===== config.mk =====
export PLATFORM = sky130hd
export DESIGN_NAME = onehot_decoder_seq
export DESIGN_NICKNAME = d
export VERILOG_FILES = /design/src/rtl/dec_pkg.sv /design/src/rtl/dec_onehot.sv /design/src/rtl/onehot_decoder_seq.sv
export SDC_FILE = /design/constraint.sdc
export NUM_CORES = 1
export LEC_CHECK = 0
export CAP_MARGIN = 0
export CORE_MARGIN = 3
export CORE_UTILIZATION = 35
export CTS_CLUSTER_SIZE = 40
export DETAILED_ROUTE_END_ITERATION = 16
export PLACE_DENSITY = 0.63
export REMOVE_ABC_BUFFERS = 1
export SKIP_LAST_GASP = 1
export SLEW_MARGIN = 40
export SYNTH_ARGS = -nofsm -noshare
export SYNTH_HDL_FRONTEND = slang
export SYNTH_HIERARCHICAL = 1
export SYNTH_SLANG_ARGS = --single-unit

===== constraint.sdc =====
create_clock -name clk -period 1.9 [get_ports clk]
set_input_delay 0.285 -clock clk [delete_from_list [all_inputs] [get_ports clk]]
set_output_delay 0.285 -clock clk [all_outputs]
set_load 0.01 [all_outputs]

===== src/rtl/dec_pkg.sv =====
// Shared types and constants for the one-hot decoder.
//   state_e      : controller states (idle, holding a direct result, scanning)
//   MODE_DIRECT  : mode input value selecting direct binary decode
//   MODE_SCAN    : mode input value selecting autonomous scan
//   MAX_N_OUT    : largest supported output count
//   MAX_DWELL    : largest supported per-step dwell
package dec_pkg;

  typedef enum logic [1:0] {
    StIdle,
    StHold,
    StScan
  } state_e;

  localparam logic MODE_DIRECT = 1'b0;
  localparam logic MODE_SCAN   = 1'b1;

  localparam int unsigned MAX_N_OUT = 256;
  localparam int unsigned MAX_DWELL = 255;

endpackage


===== src/rtl/dec_onehot.sv =====
// Combinational binary-to-one-hot decoder.
//   code_i     : W-bit binary code
//   onehot_o   : N_OUT-bit one-hot image of code_i (all zero if code_i >= N_OUT)
//   in_range_o : high when code_i < N_OUT
module dec_onehot #(
  parameter int unsigned N_OUT = 4,
  parameter int unsigned W     = $clog2(N_OUT)
) (
  input  logic [W-1:0]     code_i,
  output logic [N_OUT-1:0] onehot_o,
  output logic             in_range_o
);

  always_comb begin
    onehot_o = '0;
    for (int i = 0; i < int'(N_OUT); i++) begin
      onehot_o[i] = (int'(code_i) == i);
    end
    in_range_o = (int'(code_i) < int'(N_OUT));
  end

endmodule


===== src/rtl/onehot_decoder_seq.sv =====
// Registered binary-to-one-hot decoder with valid/ready handshakes and a scan mode.
// Direct mode decodes sel into a held one-hot result; scan mode walks one hot bit
// across all outputs, presenting each for at least DWELL cycles.
// Optional feature macro: DEC_RANGE_CHK_EN (reject sel >= N_OUT with an err pulse).
// Ports:
//   clk, rst      : clock, synchronous active-high reset
//   mode          : 0 direct, 1 scan (only acted on in idle)
//   sel/sel_valid/sel_ready : binary select handshake
//   scan_start    : launches a scan from idle in scan mode
//   onehot/onehot_valid/out_ready : registered result handshake
//   busy          : scan in progress
//   err           : one-cycle pulse after an out-of-range sel is rejected
module onehot_decoder_seq
  import dec_pkg::*;
#(
  parameter int unsigned N_OUT = 4,
  parameter int unsigned W     = $clog2(N_OUT),
  parameter int unsigned DWELL = 1
) (
  input  logic             clk,
  input  logic             rst,
  input  logic             mode,
  input  logic [W-1:0]     sel,
  input  logic             sel_valid,
  output logic             sel_ready,
  input  logic             scan_start,
  output logic [N_OUT-1:0] onehot,
  output logic             onehot_valid,
  input  logic             out_ready,
  output logic             busy,
  output logic             err
);

`ifdef DEC_RANGE_CHK_EN
  localparam bit RangeChkEn = 1'b1;
`else
  localparam bit RangeChkEn = 1'b0;
`endif

  localparam logic [7:0] DwellLast = 8'(DWELL - 1);

  state_e           state_q;
  logic [W-1:0]     idx_q;
  logic [7:0]       cnt_q;
  logic [N_OUT-1:0] onehot_q;
  logic             valid_q;
  logic             err_q;

  logic [W-1:0]     code;
  logic [N_OUT-1:0] code_oh;
  logic             code_in_range;
  logic             accept;
  logic             reject;
  logic             last_step;

  // One decoder serves both paths: the next scan index while scanning, index 0
  // when a scan may launch from idle, otherwise the incoming select code.
  always_comb begin
    code = sel;
    if (state_q == StScan) begin
      code = idx_q + W'(1);
    end else if ((state_q == StIdle) && (mode == MODE_SCAN)) begin
      code = '0;
    end
  end

  dec_onehot #(
    .N_OUT (N_OUT),
    .W     (W)
  ) u_dec_onehot (
    .code_i     (code),
    .onehot_o   (code_oh),
    .in_range_o (code_in_range)
  );

  assign sel_ready = (mode == MODE_DIRECT) &&
                     ((state_q == StIdle) || ((state_q == StHold) && out_ready));
  assign accept    = sel_valid && sel_ready;
  assign reject    = RangeChkEn && accept && !code_in_range;
  assign last_step = (idx_q == W'(N_OUT - 1));

  always_ff @(posedge clk) begin
    if (rst) begin
      state_q  <= StIdle;
      idx_q    <= '0;
      cnt_q    <= '0;
      onehot_q <= '0;
      valid_q  <= 1'b0;
      err_q    <= 1'b0;
    end else begin
      err_q <= reject;
      case (state_q)
        StIdle: begin
          if (accept) begin
            if (!reject) begin
              onehot_q <= code_oh;
              valid_q  <= 1'b1;
              state_q  <= StHold;
            end
          end else if ((mode == MODE_SCAN) && scan_start) begin
            state_q  <= StScan;
            idx_q    <= '0;
            cnt_q    <= DwellLast;
            onehot_q <= code_oh;
            valid_q  <= 1'b1;
          end
        end
        StHold: begin
          // accept implies out_ready here, so a rejected code retires the held
          // result through the out_ready branch and returns to idle.
          if (accept && !reject) begin
            onehot_q <= code_oh;
          end else if (out_ready) begin
            onehot_q <= '0;
            valid_q  <= 1'b0;
            state_q  <= StIdle;
          end
        end
        StScan: begin
          if (cnt_q != 8'd0) begin
            cnt_q <= cnt_q - 8'd1;
          end else if (out_ready) begin
            if (last_step) begin
              idx_q    <= '0;
              onehot_q <= '0;
              valid_q  <= 1'b0;
              state_q  <= StIdle;
            end else begin
              idx_q    <= idx_q + W'(1);
              cnt_q    <= DwellLast;
              onehot_q <= code_oh;
            end
          end
        end
        default: begin
          state_q  <= StIdle;
          onehot_q <= '0;
          valid_q  <= 1'b0;
        end
      endcase
    end
  end

  assign onehot       = onehot_q;
  assign onehot_valid = valid_q;
  assign busy         = (state_q == StScan);
  assign err          = err_q;

endmodule


==> results by group <==
Setup path
  • Crit Reg-Reg Startpoint: cnt_q[0]$_SDFFE_PP0P_
  • Flop-to-flop setup slack: 0.14 ns
  • Depth of the worst register-to-register path: 6
  • Worst EP required: 2.13 ns
  • Sequence of cells on the critical path: inv_1 -> ha_1 -> nor3b_1 -> o2111a_2 -> or4_1 -> a21oi_1
  • Arrival time reported for the critical path endpoint: 1.99 ns
  • Worst-path cell with the longest stage delay: sky130_fd_sc_hd__or4_1
  • Launching element type of the critical path: flop
  • Endpoint type of the worst setup path: flop
  • Slowest Stage Delay on Critical Path: 0.49 ns
  • Worst Path Class, Setup: reg2reg
  • Crit path max-delay family: simple AND/OR/NAND/NOR gates
  • Top fanout value on the critical path: 9
  • FF-to-FF End: cnt_q[5]$_SDFFE_PP0P_
  • Total buffers and inverters traversed by the critical path: 1

Detailed routing
  • Final routed wirelength across all metal layers: 2.47 mm
  • DR vias/cell: 5.49
  • 1st-iter DRT viols: 35
  • Number of remaining DRC errors: 0
  • Via count: 1,011
  • Average wire per standard cell: 13.4 um
  • Antenna-violating nets left: 0
  • First drt pass iteration count: 4

Placed design
  • Instance count after placement with tap cells included: 180
  • Post-detail-place hpwl: 1.87 mm
  • Routability cong.: 0.846
  • Setup WS pre-CTS: -0.0821 ns
  • PortBufs: 14

Die
  • Die X-Extent: 60.1 um
  • Core ar.: 0.00264 mm2
  • Die Y-Extent: 60.1 um
  • Boundary Pins: 16
  • Std-Cell Rows: 18
  • Initial core utilization: 38.9%
  • Area of the die: 0.00361 mm2

Job
  • Max-cap violations: 0

Logic synthesis
  • Post-Synthesis Cells: 125
  • Mean Syn Cell Area: 8.20 um2
  • Yosys warning count: 6
  • Mapped Area: 0.00102 mm2

Min path
  • Hold crit path type: reg2reg
  • Destination of the worst hold path: onehot[3]$_SDFFE_PP0P_
  • Start point of the worst hold path: onehot[3]$_SDFFE_PP0P_
  • WHS Path Cells: 2

CTS
  • # clock sinks: 17
  • Hold_buf cts: 0
  • CTS tree: done
  • Clock slew at reported path FFs: 0.10 ns
  • Post-CTS resize count: 2
  • Root buffer cell: sky130_fd_sc_hd__clkbuf_4
  • Number of H-tree branching levels: 1
  • Setup fix buffers added after clock tree synthesis: 0
  • CTS buffer count: 3
  • Clock latency on the worst-skew pair: 0.29 ns
  • Bufs on Longest Clock Path: 2

Finish
  • Fraction of layout cells with a size suffix above 1: 19.5%
  • Final cell count without fillers: 184
  • Nets: 166
  • Filler cell count: 252
  • Layout area overhead: 30.4%
  • Antenna diode count: 0

Power and ir drop
  • Power Total: 0.000977 W
  • PD cells: 731 mW/mm2
  • Total leakage power: 0.574 nW
  • Peak VDD IR: 0.000481 V

STA
  • Final count of pins violating max slew: 0
  • Setup_tns: 0 ns
  • RSZ-0062 raised after global routing: false
  • Final-layout worst hold slack: 0.481 ns
  • Maximum operating frequency: 568 MHz
  • Final-report setup violation count: 0
  • Final critical-path setup slack: 0.141 ns
  • Clock Skews: 0.00663 ns
  • Minimum period implied by the final worst setup slack: 1.76 ns
  • Hold violation total from the final report: 0
  • Crit share post-route: 92.6%

Global route
  • Global router's overall resource usage: 15.2%
  • Pin count of the biggest net entering global routing: 12
  • Number of global-route vias before repair: 951
  • Initial antenna violation count: 0
  • Final global-route overflow total: 0
  • Wire length of the first global-routing pass: 4.17 mm

Status
  • Result of the run: finished, final reports clean
layout by cell type, fill, tap and decap left out, types with 2 or more instances in the layout:
master and count:
sky130_fd_sc_hd__or4_1 5, sky130_fd_sc_hd__inv_1 5, sky130_fd_sc_hd__nand2b_1 5, sky130_fd_sc_hd__ha_1 3, sky130_fd_sc_hd__o21ai_0 7, sky130_fd_sc_hd__a31oi_1 3
sky130_fd_sc_hd__dfxtp_1 17, sky130_fd_sc_hd__and2_1 2, sky130_fd_sc_hd__mux2i_1 4, sky130_fd_sc_hd__nand2_1 13, sky130_fd_sc_hd__o31ai_1 5, sky130_fd_sc_hd__buf_4 18
sky130_fd_sc_hd__nand3_1 3, sky130_fd_sc_hd__nor2_1 5, sky130_fd_sc_hd__clkdlybuf4s50_1 12, sky130_fd_sc_hd__clkbuf_4 3, sky130_fd_sc_hd__a21o_1 2, sky130_fd_sc_hd__a21oi_1 13
sky130_fd_sc_hd__or3_1 4
flip-flops by register name (all words and copies together), names as in the netlist:
signal,flops
cnt_q,8
state_q,2
idx_q,2
onehot_valid,1
onehot,4
layout make-up:
cell class	instances	area, um2	area share, %
multi-input combinational	95	633	47.4
sequential	17	340	25.5
timing repair buffer	32	277	20.7
tap	30	37.5	2.81
clock buffer	4	26.3	1.97
inverter	6	22.5	1.69
stage by stage:
step | utilization, % | area [um2]
floorplan | - | 988
global placement | 49.4 | 1300
detailed placement | 49.4 | 1300
CTS | 50.3 | 1330
global route | 50.7 | 1340
finish | 50.7 | 1340
how the worst max path moves through the flow:
stage | from | to | slack [ns] | depth (start not counted)
after CTS | state_q[1]$_SDFFE_PP0P_ | busy | -0.04 | 3
after detailed placement | out_ready | cnt_q[5]$_SDFFE_PP0P_ | -0.08 | 5
after floorplan | state_q[1]$_SDFFE_PP0P_ | cnt_q[3]$_SDFFE_PP0P_ | 0.23 | 5
final | cnt_q[0]$_SDFFE_PP0P_ | cnt_q[5]$_SDFFE_PP0P_ | 0.14 | 6
after global routing | cnt_q[0]$_SDFFE_PP0P_ | onehot_valid$_SDFFE_PP0P_ | 0.01 | 8
after global placement | mode | sel_ready | -0.04 | 5
worst register-to-register path, delay by kind of cell (launching register included):
family / cells / cell delay (ns)
fa+ha+maj: 1 / 0.22
buf+inv: 1 / 0.08
compound gates: 2 / 0.36
flops: 1 / 0.40
simple gates: 2 / 0.65
layer usage:
metal,up-vias,global-route usage [%],wire length (um)
li1,513,-,-
met1,472,20.4,1190
met2,24,23.5,1140
met3,2,4.54,120
met4,0,4.11,22
met5,-,0,0
report_power, final:
part / switching (W) / internal [W]
Combinational: 0.000173 / 0.000182
Clock: 0.000116 / 0.0000816
Sequential: 0.0000351 / 0.000389
No activity file was read; power rests on OpenSTA's default activity.
